`config.mk`:
```
export PLATFORM = sky130hd
export DESIGN_NAME = ps2_key_sequencer
export DESIGN_NICKNAME = d
export VERILOG_FILES = /design/src/rtl/ps2_key_sequencer.sv
export SDC_FILE = /design/constraint.sdc
export NUM_CORES = 1
export LEC_CHECK = 0
export BUFFER_PORTS_ARGS = -buffer_cell sky130_fd_sc_hd__buf_2
export CAP_MARGIN = 25
export CORE_MARGIN = 5
export CORE_UTILIZATION = 25
export CTS_CLUSTER_SIZE = 24
export DETAILED_ROUTE_END_ITERATION = 7
export PLACE_DENSITY = 0.39
export SYNTH_ARGS = -nofsm -noshare
export SYNTH_HDL_FRONTEND = slang
export SYNTH_SLANG_ARGS = --single-unit
```
`constraint.sdc`:
```
create_clock -name clk -period 1.9 [get_ports clk]
set_clock_uncertainty 0.05 [all_clocks]
set_input_delay 0.475 -clock clk [delete_from_list [all_inputs] [get_ports clk]]
set_output_delay 0.475 -clock clk [all_outputs]
set_load 0.005 [all_outputs]
```
`src/rtl/ps2_key_sequencer.sv`:
```
// PS/2 receiver and make/break sequencer driving the active-low SNES word.
// Option macro PS2_PARITY_CHECK_EN enables rejection of bad-parity frames.
module ps2_key_sequencer #(
  parameter int SYNC_STAGES    = 2,
  parameter int TIMEOUT_CYCLES = 50000
) (
  input  logic        clk,
  input  logic        rst_n,
  input  logic        ps2_clk,
  input  logic        ps2_data,
  output logic [15:0] key_data_out,
  output logic [7:0]  byte_out,
  output logic        byte_valid,
  output logic        frame_err,
  output logic        break_pending
);

  localparam int TW = (TIMEOUT_CYCLES > 2) ?
                      $clog2(TIMEOUT_CYCLES) : 1;

  typedef enum logic [1:0] {
    F_IDLE,
    F_DATA,
    F_PARITY,
    F_STOP
  } fstate_t;

  typedef enum logic {
    K_MAKE,
    K_BREAK
  } kstate_t;

  logic [SYNC_STAGES-1:0] clk_sync;
  logic [SYNC_STAGES-1:0] dat_sync;
  logic                   clk_s;
  logic                   dat_s;
  logic                   clk_prev;
  logic                   fall;

  fstate_t                fstate;
  fstate_t                fstate_nx;
  logic [2:0]             bit_cnt;
  logic [7:0]             shreg;
  logic                   par_bit;
  logic [TW-1:0]          to_cnt;
  logic                   timeout;
  logic                   parity_ok;
  logic                   stop_edge;
  logic                   good;
  logic                   valid_nx;
  logic                   err_nx;

  kstate_t                kstate;
  kstate_t                kstate_nx;
  logic [15:0]            key_nx;
  logic [3:0]             kbit;
  logic                   hit;
  logic                   is_rst;
  logic                   is_e0;
  logic                   is_f0;

  always_ff @(posedge clk or negedge rst_n) begin
    if (!rst_n) begin
      clk_sync <= '1;
      dat_sync <= '1;
      clk_prev <= 1'b1;
    end else begin
      clk_sync <= {clk_sync[SYNC_STAGES-2:0], ps2_clk};
      dat_sync <= {dat_sync[SYNC_STAGES-2:0], ps2_data};
      clk_prev <= clk_s;
    end
  end

  assign clk_s = clk_sync[SYNC_STAGES-1];
  assign dat_s = dat_sync[SYNC_STAGES-1];
  assign fall  = clk_prev & ~clk_s;

  // An edge always restarts the idle count, so it beats a timeout.
  assign timeout = (fstate != F_IDLE) && !fall &&
                   (to_cnt == TW'(TIMEOUT_CYCLES - 1));

  always_ff @(posedge clk or negedge rst_n) begin
    if (!rst_n) begin
      fstate <= F_IDLE;
    end else begin
      fstate <= fstate_nx;
    end
  end

  always_comb begin
    fstate_nx = fstate;
    if (timeout) begin
      fstate_nx = F_IDLE;
    end else if (fall) begin
      unique case (fstate)
        F_IDLE:   if (!dat_s) fstate_nx = F_DATA;
        F_DATA:   if (bit_cnt == 3'd7) fstate_nx = F_PARITY;
        F_PARITY: fstate_nx = F_STOP;
        F_STOP:   fstate_nx = F_IDLE;
        default:  fstate_nx = F_IDLE;
      endcase
    end
  end

  always_ff @(posedge clk or negedge rst_n) begin
    if (!rst_n) begin
      bit_cnt <= '0;
      shreg   <= '0;
      par_bit <= 1'b0;
      to_cnt  <= '0;
    end else begin
      if (fstate == F_IDLE || fall) begin
        to_cnt <= '0;
      end else begin
        to_cnt <= to_cnt + 1'b1;
      end
      if (timeout) begin
        shreg <= '0;
      end else if (fall) begin
        unique case (fstate)
          F_IDLE: bit_cnt <= '0;
          F_DATA: begin
            shreg   <= {dat_s, shreg[7:1]};
            bit_cnt <= bit_cnt + 1'b1;
          end
          F_PARITY: par_bit <= dat_s;
          default: ;
        endcase
      end
    end
  end

`ifdef PS2_PARITY_CHECK_EN
  assign parity_ok = ^{shreg, par_bit};
`else
  logic parity_unused;
  assign parity_unused = par_bit;
  assign parity_ok     = 1'b1;
`endif

  assign stop_edge = fall && (fstate == F_STOP);
  assign good      = dat_s && parity_ok;

  always_comb begin
    valid_nx = stop_edge && good;
    err_nx   = timeout || (stop_edge && !good);
  end

  always_ff @(posedge clk or negedge rst_n) begin
    if (!rst_n) begin
      byte_out   <= 8'h00;
      byte_valid <= 1'b0;
      frame_err  <= 1'b0;
    end else begin
      byte_valid <= valid_nx;
      frame_err  <= err_nx;
      if (valid_nx) byte_out <= shreg;
    end
  end

  always_comb begin
    hit  = 1'b1;
    kbit = 4'd0;
    unique case (byte_out)
      8'h2D:   kbit = 4'd15;
      8'h35:   kbit = 4'd14;
      8'h2B:   kbit = 4'd13;
      8'h2C:   kbit = 4'd12;
      8'h1D:   kbit = 4'd11;
      8'h1B:   kbit = 4'd10;
      8'h1C:   kbit = 4'd9;
      8'h23:   kbit = 4'd8;
      8'h24:   kbit = 4'd7;
      8'h34:   kbit = 4'd6;
      default: hit  = 1'b0;
    endcase
  end

  assign is_rst = (byte_out == 8'h00) ||
                  (byte_out == 8'hFF) ||
                  (byte_out == 8'hAA);
  assign is_e0  = (byte_out == 8'hE0);
  assign is_f0  = (byte_out == 8'hF0);

  always_ff @(posedge clk or negedge rst_n) begin
    if (!rst_n) begin
      kstate       <= K_MAKE;
      key_data_out <= 16'hFFFF;
    end else begin
      kstate       <= kstate_nx;
      key_data_out <= key_nx;
    end
  end

  always_comb begin
    kstate_nx = kstate;
    if (byte_valid) begin
      unique case (1'b1)
        is_rst:  kstate_nx = K_MAKE;
        is_e0:   kstate_nx = kstate;
        is_f0:   kstate_nx = K_BREAK;
        default: kstate_nx = K_MAKE;
      endcase
    end
  end

  // Make clears the mapped bit, break sets it; repeats are idempotent.
  always_comb begin
    key_nx = key_data_out;
    if (byte_valid) begin
      unique case (1'b1)
        is_rst:                    key_nx = 16'hFFFF;
        hit && kstate == K_MAKE:   key_nx[kbit] = 1'b0;
        hit && kstate == K_BREAK:  key_nx[kbit] = 1'b1;
        default: ;
      endcase
    end
    key_nx[5:0] = 6'h3F;
  end

  assign break_pending = (kstate == K_BREAK);

endmodule

```
Yosys cells after proc, flatten, opt, wreduce, memory -nomap -nowiden
Index checks and enable logic that the tools add are counted.
{"block": "totals", "in_bits": 4, "elab_cells": 88, "out_inout_bits": 27, "reg_bits": 55}
{"block": "op_classes", "n_addsub": 2, "n_reduce_logical": 27, "eq_ne": 21, "n_bitwise": 8, "order_cmp": 2, "muxes": 16}
{"cell": "equality test 8 x 6 -> 1 bit (second input constant)", "n": 7}
{"cell": "one-hot mux 16 bit (3 select lines)", "n": 1}
{"cell": "one-hot mux 4 bit (10 select lines)", "n": 1}
{"cell": "equality test 8 bit (second input constant)", "n": 4}
{"cell": "equality test 8 x 5 -> 1 bit (second input constant)", "n": 3}
{"cell": "2-to-1 mux 8 bit", "n": 3}
{"cell": "adder 16 x 1 -> 16 bit (second input constant)", "n": 1}
{"cell": "bitwise AND 16 bit", "n": 1}
{"cell": "equality test 16 bit (second input constant)", "n": 1}
{"cell": "2-to-1 mux 16 bit", "n": 1}
{"cell": "inverter 16 bit", "n": 1}
{"cell": "OR 16 bit", "n": 1}
{"cell": "OR reduction 10 bit", "n": 1}
{"cell": "logical AND 1 bit", "n": 8}
{"cell": "zero test 8 bit", "n": 1}
{"cell": "2-to-1 mux 2 bit", "n": 4}
{"cell": "one-hot mux 2 bit (4 select lines)", "n": 1}
{"cell": "nonzero test 2 bit", "n": 4}
{"cell": "!= test 3 bit (second input constant)", "n": 2}
{"cell": "one-hot mux 3 bit (2 select lines)", "n": 1}
{"cell": "AND reduction 2 bit", "n": 3}
{"cell": "AND reduction 3 bit", "n": 2}
{"cell": "less-than comparator 4 x 5 -> 1 bit (second input constant)", "n": 1}
{"cell": "demux 1 bit (select 4 bit)", "n": 1}
{"cell": "other kinds (13)", "n": 22}

Depth between registers and ports, before layout
Gate-level depths: netlist of the first run.
{"block": "depth", "depth_word": 9, "ltp_mapped": 7}

Worst setup path after synthesis of the first run
OpenSTA, ideal clock, no wires.
{"block": "synth_path", "kind": "flip-flop to flip-flop", "from": "reg clk_sync[1]", "to": "reg fstate[1]", "arrival_ns": 1.621, "synth_period_minus_slack_ns": 1.793, "path_stages_with_launch": 8, "setup_ns": 0.121, "path_slack_ns": 0.107, "path_cell_list": "dfstp_2 -> nor2b_1 -> clkbuf_1 -> or2_2 -> buf_6 -> nor4_2 -> buf_2 -> nor2_1"}
{"block": "synth_between", "elab_chain_len": 7}
{"element": "start: declaration", "line": "33", "text": "logic [SYNC_STAGES-1:0] clk_sync;"}
{"element": "start signal: assignment", "line": "68", "text": "clk_sync <= {clk_sync[SYNC_STAGES-2:0], ps2_clk};"}
{"element": "inverter 1 bit *", "line": "76", "text": "assign fall = clk_prev & ~clk_s;"}
{"element": "bitwise AND 1 bit *", "line": "76"}
{"element": "zero test 1 bit", "line": "79", "text": "assign timeout = (fstate != F_IDLE) && !fall &&"}
{"element": "logical AND 1 bit (2 in a row)", "line": "79"}
{"element": "!= test 3 bit (no source line) / nonzero test 2 bit (equally long branches)"}
{"element": "AND reduction 3 bit (no source line)"}
{"element": "end signal: assignment", "line": "86", "text": "fstate <= fstate_nx;"}
{"element": "end: declaration", "line": "40", "text": "fstate_t fstate;"}
Every way passes the cells marked *; elsewhere a longest branch is shown, timed or not.
A chain may end at the register's enable or synchronous reset.

Worst setup path after layout of the first run
{"block": "layout_path", "from": "reg to_cnt[0]", "to": "reg to_cnt[14]"}
{"block": "layout_between", "elab_chain_len": 2}
{"element": "start: declaration", "line": "45", "text": "logic [TW-1:0] to_cnt;"}
{"element": "start signal: assignment", "line": "115", "text": "to_cnt <= to_cnt + 1'b1;"}
{"element": "adder 16 x 1 -> 16 bit", "line": "115"}
{"element": "2-to-1 mux 16 bit", "line": "112", "text": "if (fstate == F_IDLE || fall) begin"}
No other way between the ends.

==> qor.csv, run 1 <==
stage;metric;value;unit
die;DIE HEIGHT;116;um
power;Pint;2.37;mW
cts;Skew-Pair Late Insertion Delay;310;ps
place;post-DP HPWL;4380;um
synth;synth cell count leaders;40 x dfrtp_1, 26 x nand2_1, 26 x nor2_1, 15 x a21oi_1, 15 x dfstp_2;
grt;largest net degree at the start of global routing;56;
synth;synth top area cells;dfrtp_1 36%, dfstp_2 14%, nand2_1 3.5%;
worst_setup_path;CP top delay family;simple AND/OR/NAND/NOR gates;
die;Die ar.;13400;um^2
synth;Synth cell types;47;
place;I/O Buffers;24;
worst_setup_path;worst setup path class;reg2reg;
synth;EDFF count, synth;0;
cts;Max Root-Sink Buffers;2;
sta;Slew Limit Fails;0;
final_layout;Area Growth Syn to Fin;17.1;%
hold_path;Hold WC Path Type;in2async;
place;Placed Area;3130;um^2
grt;global routing's busiest layer;met2;
worst_setup_path;Setup crit end kind;register;
routing;final wirelength;6170;um
sta;Hold Vio Cnt, Final;0;
grt;first-pass GRT wire length;10700;um
grt;initial antenna violation count;0;
routing;Antenna Nets Post-Route;0;
final_layout;diode count;0;
worst_setup_path;Max stage delay on crit path;520;ps
grt;met3 Use GR;2.35;%
place;global placement routability congestion;0.804;
final_layout;nets;322;
synth;most frequent cell after synthesis;dfrtp_1;
power;combinational fraction of design power;33.7;%
flow_run;max-cap violation count;0;
synth;proportion of netlist area held by the largest area contributor;35.9;%
synth;sequential share of the synthesized area;50.0;%
routing;drt drc;0;
power;Net Sw Frac;34.4;%
worst_setup_path;Crit path buffers/inverters;0;
grt;Global Route met2 Usage;16.4;%
synth;yosys warns;0;
worst_setup_path;Worst setup SP type;register;
grt;total congestion overflow;0;
final_layout;ratio of cells with drive above 1 in the final layout;29.8;%
power;maximum vdd drop;0.000369;V
cts;CTS sink cnt;55;
sta;Final min period;1800;ps
synth;Cells after Synth;275;
worst_setup_path;crit-path max FO;4;
grt;GRT Total Usage;10.0;%
grt;number of global-route vias before repair;2049;
synth;leading area contributor after synthesis;dfrtp_1;
sta;Setup TNS;0;ps
die;core area;10900;um^2
cts;clock root cell;clkbuf_8;
die;Die X;116;um
routing;routed len/inst;13.7;um
cts;TritonCTS clock tree;yes;
power;sequential group share of total power;48.3;%
power;P_leak;1.38;nW
cts;CTS Hold Buffers Added;0;
sta;fmax;557;MHz
synth;mapped cell area;2790;um^2
cts;Num CTS Buffers;5;
cts;H-tree depth;2;
die;I/O pin cnt;31;
routing;via density per instance;4.53;
synth;top_reg_cell synth;dfrtp_1;
worst_setup_path;Slowest cell on crit path;or4_4;
power;Sw Pwr;1.24;mW
die;placement row count;38;
power;clock power share;18.0;%
final_layout;cell area after layout;3260;um^2
synth;ys async rst share;100;%
final_layout;Post-Route Utilization;30.0;%
sta;final setup vio count;0;
status;outcome;complete, no violations;
routing;detailed-router iteration count before antenna repair;4;
power;Power Total;3.61;mW
routing;via count;2047;
sta;post-route clock period utilization;94.5;%
cts;CTS clk-pin slew, worst paths;100;ps
synth;Synth Register Bits;55;
routing;DRT iter0 DRCs;77;
worst_setup_path;critical path, cell by cell;ha_4 -> nand3_1 -> or4_4 -> or3_1 -> a21oi_1;
synth;syn avg cell area;10.1;um^2
grt;GR Util met1;13.3;%
power;cell area power density;1110;nW/um^2
worst_setup_path;CP Data Required Time;2090;ps
sta;RSZ-0062 raised after global routing;false;
die;effective utilization at floorplan;25.6;%
worst_setup_path;Worst EP arrival;1980;ps
[final timing paths]
path	from	endpoint	slack [ps]	depth (start not counted)
max in group asynchronous	rst_n	clk_sync[0]	1400	2
worst max-delay path	to_cnt[0]	to_cnt[14]	100	5
worst max register to register	to_cnt[0]	to_cnt[14]	100	5
min in group clk	ps2_clk	clk_sync[0]	210	1
worst min-delay path	rst_n	break_pending	90	2
worst min register to register	dat_sync[0]	dat_sync[1]	310	0
[logic make-up after synthesis]
| kind of cell | count (synthesis) | synth area share, % |
|---|---|---|
| flops | 55 | 50.0 |
| compound gates | 43 | 10.1 |
| fa+ha+maj | 7 | 3.14 |
| buf+inv | 32 | 5.79 |
| mux | 9 | 3.59 |
| xor+xnor | 10 | 3.14 |
| simple gates | 118 | 24.1 |
| other cells | 1 | 0.135 |
[cells in the final DEF (no fill, tap or decap), types with 3 or more instances in the layout]
master     n
ha_1       6
nor2_1    25
buf_2     24
buf_4     19
conb_1     6
nand2_1   26
nand2b_1   5
nor3_1     8
nand4b_1   3
a21oi_1   15
dfrtp_2    4
inv_1     12
clkbuf_8   5
o41ai_1    4
mux2_2     8
xnor2_1    6
xor2_1     4
nor4_1    11
a211oi_1   5
a22oi_1    3
nor4_2     4
dfrtp_1   36
nand4_1    5
nand3_1   10
o21bai_1   7
dfstp_2   15
o21ai_0    5
[layout make-up]
| class | instances | area (um^2) |
|---|---|---|
| clock buffers | 7 | 76.3 |
| clock inverters | 1 | 5.00 |
| fillers | 1171 | 7620 |
| inverters | 12 | 45.0 |
| multi-input cells | 193 | 1280 |
| flip-flops and latches | 55 | 1400 |
| well taps | 140 | 175 |
| repair buffers | 44 | 283 |
[what timing repair did]
action,in CTS,in global routing
resized for setup,0,10
setup endpoints to repair,0,11
setup buffers,0,2
[sequential cells by signal, summed over array words and instances, names as in the netlist]
register       flops
shreg              8
break_pending      1
clk_prev           1
frame_err          1
byte_out           8
byte_valid         1
fstate             2
bit_cnt            3
to_cnt            16
clk_sync           2
key_data_out      10
dat_sync           2
[worst reg2reg max path, stage by stage, from the launching register on]
cell and delay, ps:
dfrtp_1 410, ha_4 160, nand3_1 130, or4_4 520, or3_1 310, a21oi_1 140
[power groups by stage]
stage | Sequential [mW] | Clock, mW | Combinational, mW
5_1_grt | 1.80 | 0.746 | 1.42
4_1_cts | 1.74 | 0.701 | 1.22
3_5_place_dp | 1.76 | 0 | 1.21
3_3_place_gp | 1.75 | 0 | 1.22
2_1_floorplan | 1.73 | 0 | 0.786
6_report | 1.75 | 0.650 | 1.22
[per-stage QoR]
| stage | worst slack, ps | hold WS (ps) | std cells |
|---|---|---|---|
| global placement | 54.3 | 298 | 442 |
| global route | 0.849 | 112 | 452 |
| CTS | 30.4 | 93.3 | 450 |
| detailed placement | 57.5 | 298 | 442 |
| floorplan | 107 | 129 | 280 |
| finish | 105 | 92.1 | 452 |
[layer usage]
| metal | wire [um] | vias to the layer above |
|---|---|---|
| met5 | 0 | - |
| met2 | 2880 | 34 |
| met4 | 74 | 0 |
| met3 | 293 | 7 |
| li1 | - | 1032 |
| met1 | 2930 | 974 |
Power figures use the tool's default switching activity.
==> inputs of run 2 (changes only) <==
--- a/config.mk
+++ b/config.mk
@@ -7,11 +7,12 @@
 export LEC_CHECK = 0
 export BUFFER_PORTS_ARGS = -buffer_cell sky130_fd_sc_hd__buf_2
 export CAP_MARGIN = 25
+export CORE_ASPECT_RATIO = 0.5
 export CORE_MARGIN = 5
 export CORE_UTILIZATION = 25
 export CTS_CLUSTER_SIZE = 24
 export DETAILED_ROUTE_END_ITERATION = 7
-export PLACE_DENSITY = 0.39
+export PLACE_DENSITY = 0.38
 export SYNTH_ARGS = -nofsm -noshare
 export SYNTH_HDL_FRONTEND = slang
 export SYNTH_SLANG_ARGS = --single-unit
==> constraint.sdc (replaced) <==
create_clock -name clk -period 1.85 [get_ports clk]
set_clock_uncertainty 0.05 [all_clocks]
set_input_delay 0.4625 -clock clk [delete_from_list [all_inputs] [get_ports clk]]
set_output_delay 0.4625 -clock clk [all_outputs]
set_load 0.005 [all_outputs]
==> run 2 against run 1 <==
Net effect:
- sequential share of layout area decreased by 2.1 points
- fmax grew 0.36%
- critical path type unchanged
- count of clock-buffer cells in the layout increased by 1
- highest routed layer unchanged
- wire length is 1.8% higher
- largest power group unchanged
- total power is 13% higher
- clock power increased by 54%
- register-to-register slack worse by 40 ps
- sequential power is 3% higher
- critical path depth unchanged
- core utilization rose by 1.3 points
==> qor.csv, run 2 (synthesis gave the netlist of run 1 again) <==
stage;metric;value;unit
final_layout;Area Growth Syn to Fin;22.8;%
routing;Antenna Nets Post-Route;0;
power;Power Total;4.09;mW
routing;via count;2125;
cts;CTS clk-pin slew, worst paths;70;ps
grt;largest net degree at the start of global routing;56;
status;outcome;complete, no violations;
worst_setup_path;CP top delay family;simple AND/OR/NAND/NOR gates;
final_layout;Largest register FFs;16;
final_layout;ratio of cells with drive above 1 in the final layout;32.4;%
worst_setup_path;Worst setup SP type;register;
cts;TritonCTS clock tree;yes;
worst_setup_path;Worst EP arrival;1950;ps
cts;Skew-Pair Late Insertion Delay;290;ps
final_layout;cell area after layout;3420;um^2
routing;DRT iter0 DRCs;99;
power;clock power share;24.5;%
cts;Num CTS Buffers;5;
worst_setup_path;worst setup path class;reg2reg;
die;Die X;159;um
cts;H-tree depth;2;
routing;via density per instance;4.59;
place;Placed Area;3150;um^2
worst_setup_path;Setup crit end kind;register;
die;effective utilization at floorplan;25.5;%
power;combinational fraction of design power;31.3;%
power;Sw Pwr;1.33;mW
power;maximum vdd drop;0.000283;V
sta;Hold Vio Cnt, Final;0;
place;I/O Buffers;24;
routing;drt drc;0;
routing;detailed-router iteration count before antenna repair;4;
final_layout;nets;328;
final_layout;Biggest register;to_cnt;
routing;routed len/inst;13.6;um
final_layout;Post-Route Utilization;31.3;%
hold_path;Hold WC Path Type;in2async;
routing;final wirelength;6280;um
final_layout;commonest non-fill, non-tap cell in the layout;dfrtp_1;
sta;final setup vio count;0;
power;Pint;2.76;mW
cts;clock root cell;clkbuf_16;
cts;Max Root-Sink Buffers;2;
power;Net Sw Frac;32.6;%
die;placement row count;27;
place;post-DP HPWL;4400;um
final_layout;diode count;0;
worst_setup_path;Crit path buffers/inverters;0;
worst_setup_path;Slowest cell on crit path;or4_4;
die;core area;10900;um^2
sta;Final min period;1790;ps
worst_setup_path;critical path, cell by cell;ha_4 -> nand3_2 -> or4_4 -> or3_1 -> a21oi_1;
sta;post-route clock period utilization;96.7;%
final_layout;most frequent cells in the layout;37 x dfrtp_1, 26 x nand2_1, 26 x nor2_1, 25 x buf_2, 23 x buf_4;
worst_setup_path;Max stage delay on crit path;510;ps
worst_setup_path;CP Data Required Time;2020;ps
die;Die ar.;13500;um^2
die;DIE HEIGHT;84.7;um
die;I/O pin cnt;31;
final_layout;largest registers;to_cnt: 16 flops, key_data_out: 10 flops;
grt;GRT Total Usage;9.63;%
cts;CTS sink cnt;55;
flow_run;max-cap violation count;0;
grt;initial antenna violation count;0;
sta;fmax;559;MHz
power;cell area power density;1190;nW/um^2
sta;Slew Limit Fails;0;
power;P_leak;1.47;nW
sta;hold slack;118;ps
grt;total congestion overflow;0;
grt;number of global-route vias before repair;2104;
grt;first-pass GRT wire length;10700;um
worst_setup_path;crit-path max FO;4;
place;global placement routability congestion;0.807;
power;sequential group share of total power;44.2;%
-- run 2: area by class of cell --
cell class / count / area (um^2)
Fill cell: 1131 / 7520
Timing Repair Buffer: 50 / 329
Clock buffer: 8 / 156
Tap cell: 145 / 181
Inverter: 12 / 45.0
Sequential cell: 55 / 1400
Multi-Input combinational cell: 193 / 1310
-- run 2: metal layers --
layer	up-vias	GRT usage, %	routed length, um
li1	1051	-	-
met4	0	3.10	88
met1	1039	12.4	3080
met5	-	0	0
met3	7	2.70	216
met2	28	15.7	2900
-- run 2: final timing paths --
kind | startpoint | end | slack, ps | cells past startpoint
worst max-delay path | to_cnt[1] | to_cnt[14] | 60 | 5
worst min-delay path | rst_n | fstate[0] | 120 | 2
worst max register to register | to_cnt[1] | to_cnt[14] | 60 | 5
worst min register to register | clk_sync[0] | clk_sync[1] | 310 | 0
max in group asynchronous | rst_n | key_data_out[14] | 1340 | 2
min in group clk | ps2_data | dat_sync[0] | 210 | 1
-- run 2: through the flow --
stage | std cells | setup slack (ps) | setup TNS, ps
global placement | 448 | 42.9 | 0
global route | 463 | -8.74 | -17.3
detailed placement | 448 | -16.9 | -17.6
CTS | 456 | -7.71 | -7.71
floorplan | 280 | 57.3 | 0
finish | 463 | 61.1 | 0
-- run 2: what timing repair did --
action | CTS | global route
hold buffers | 0 | 0
endpoints found under the setup margin | 3 | 10
resized for setup | 2 | 15
pin swaps | 0 | 1
setup buffers | 0 | 6
cloned | 0 | 1
-- run 2: power groups by stage --
stage | Clock (mW) | Combinational [mW] | Sequential [mW]
CTS | 1.05 | 1.24 | 1.80
finish | 1.00 | 1.28 | 1.80
detailed placement | 0 | 1.23 | 1.81
global placement | 0 | 1.20 | 1.79
global route | 1.09 | 1.47 | 1.85
floorplan | 0 | 0.807 | 1.78
==> inputs of run 3 (changes only) <==
--- a/config.mk
+++ b/config.mk
@@ -7,7 +7,6 @@
 export LEC_CHECK = 0
 export BUFFER_PORTS_ARGS = -buffer_cell sky130_fd_sc_hd__buf_2
 export CAP_MARGIN = 25
-export CORE_ASPECT_RATIO = 0.5
 export CORE_MARGIN = 5
 export CORE_UTILIZATION = 25
 export CTS_CLUSTER_SIZE = 24
==> run 3 against run 2 <==
Net effect:
- register-to-register slack gained 20 ps
- non-clock buffer count fell by 5
- sequential power about the same
- critical path type unchanged
- largest cell class unchanged
==> qor.csv, run 3 (synthesis gave the netlist of run 1 again) <==
stage;metric;value;unit
worst_setup_path;Setup crit end kind;register;
die;Die X;116;um
sta;RSZ-0062 raised after global routing;true;
worst_setup_path;reg2reg end;to_cnt[14];
sta;post-route clock period utilization;95.4;%
sta;fmax;567;MHz
place;Placed Cells;443;
routing;routed len/inst;14.2;um
die;DIE HEIGHT;116;um
final_layout;commonest non-fill, non-tap cell in the layout;dfrtp_1;
routing;final wirelength;6450;um
place;global placement routability congestion;0.719;
routing;via count;2107;
cts;Skew-Pair Late Insertion Delay;310;ps
worst_setup_path;crit-path max FO;4;
grt;Global Route met2 Usage;16.3;%
power;cell area power density;1190;nW/um^2
grt;GRT Total Usage;9.95;%
final_layout;nets;323;
final_layout;Cell Count, Final, Fillers Out;453;
hold_path;Hold WC Path Type;in2async;
final_layout;Largest register FFs;16;
flow_run;max-cap violation count;0;
grt;met3 Use GR;2.30;%
power;P_leak;1.42;nW
cts;Max Root-Sink Buffers;2;
final_layout;largest registers;to_cnt: 16 flops, key_data_out: 10 flops;
cts;H-tree depth;2;
worst_setup_path;crit path to;to_cnt[14];
final_layout;most frequent cells in the layout;38 x dfrtp_1, 26 x nand2_1, 26 x nor2_1, 24 x buf_2, 19 x buf_4;
final_layout;Biggest register;to_cnt;
sta;Hold Vio Cnt, Final;0;
routing;via density per instance;4.65;
status;outcome;complete, no violations;
final_layout;ratio of cells with drive above 1 in the final layout;31.0;%
cts;CTS clk-pin slew, worst paths;110;ps
grt;GR Util met1;13.2;%
sta;Slew Limit Fails;0;
worst_setup_path;crit path from;to_cnt[0];
final_layout;diode count;0;
sta;Worst slew margin;62.7;%
routing;detailed-router iteration count before antenna repair;4;
grt;total congestion overflow;0;
worst_setup_path;Reg2Reg Depth;5;
power;maximum vdd drop;0.000410;V
sta;final setup vio count;0;
grt;first-pass GRT wire length;10700;um
grt;largest net degree at the start of global routing;56;
die;I/O pin cnt;31;
sta;Final min period;1760;ps
worst_setup_path;CP Data Required Time;2040;ps
worst_setup_path;r2r setup slk;90;ps
routing;DRT iter0 DRCs;121;
cts;Num CTS Buffers;5;
grt;number of global-route vias before repair;2090;
cts;TritonCTS clock tree;yes;
sta;Setup TNS;0;ps
place;post-DP HPWL;4330;um
die;Die ar.;13400;um^2
routing;drt drc;0;
routing;Antenna Nets Post-Route;0;
cts;CTS sink cnt;55;
grt;initial antenna violation count;0;
sta;Slew @ Worst Pin;555;ps
cts;CTS Hold Buffers Added;0;
die;placement row count;38;
worst_setup_path;Reg2Reg Launch Point;to_cnt[0];
grt;global routing's busiest layer;met2;
cts;clock root cell;clkbuf_8;
die;effective utilization at floorplan;25.6;%
worst_setup_path;worst setup path class;reg2reg;
final_layout;Area Growth Syn to Fin;20.1;%
final_layout;fillers;1146;
die;core area;10900;um^2
worst_setup_path;Worst setup SP type;register;
place;I/O Buffers;24;
worst_setup_path;Worst EP arrival;1960;ps
run 3: layout make-up:
| type | instances | area, um^2 | share of cell area, % |
|---|---|---|---|
| Clock buffer | 6 | 82.6 | 2.47 |
| Clock inverter | 2 | 38.8 | 1.16 |
| Inverter | 12 | 45.0 | 1.35 |
| Multi-Input combinational cell | 193 | 1320 | 39.3 |
| Sequential cell | 55 | 1400 | 41.7 |
| Tap cell | 140 | 175 | 5.23 |
| Timing Repair Buffer | 45 | 294 | 8.78 |
run 3: worst max-delay path, cell delays in order, from the launching register on:
cell and delay [ps]:
dfrtp_1 400, ha_4 170, nand3_2 110, or4_4 510, or3_1 320, a21oi_1 140
run 3: worst min path at each step:
stage           startpoint            end  slack, ps
3_5_place_dp   clk_sync[0]    clk_sync[1]        300
5_1_grt              rst_n  break_pending        110
4_1_cts              rst_n       shreg[4]         90
2_1_floorplan        rst_n     bit_cnt[0]        120
6_report             rst_n  break_pending         70
3_3_place_gp   clk_sync[0]    clk_sync[1]        300
run 3: repair_timing:
action	4_1_cts	5_1_grt
gates cloned	0	1
buffers inserted	1	0
gates resized for setup	4	12
pin swaps	0	1
hold endpoints to repair	0	0
endpoints found under the setup margin	10	17
run 3: metrics by stage:
| stage | setup slack (ps) | power, mW | hold slack, ps | instance area [um^2] | util, % |
|---|---|---|---|---|---|
| finish | 85.9 | 3.99 | 72.1 | 3350 | 30.8 |
| CTS | 15.7 | 4.02 | 92.0 | 3290 | 30.2 |
| floorplan | 57.3 | 2.59 | 117 | 2810 | - |
| detailed placement | -64.0 | 3.09 | 297 | 3140 | 28.8 |
| global placement | -42.3 | 3.08 | 297 | 3140 | 28.8 |
| global route | -0.437 | 4.29 | 109 | 3350 | 30.8 |
run 3: metal layers:
| metal | part of all wire [%] | vias to the layer above | wire length, um |
|---|---|---|---|
| met2 | 47 | 40 | 3030 |
| met3 | 5.0 | 7 | 323 |
| met5 | 0 | - | 0 |
| met1 | 47 | 1025 | 3030 |
| met4 | 1.1 | 0 | 68 |
| li1 | - | 1035 | - |
run 3: power breakdown:
part,switching (mW),internal (mW)
clock network,0.433,0.447
registers,0.230,1.55
logic,0.691,0.636
total,1.35,2.63
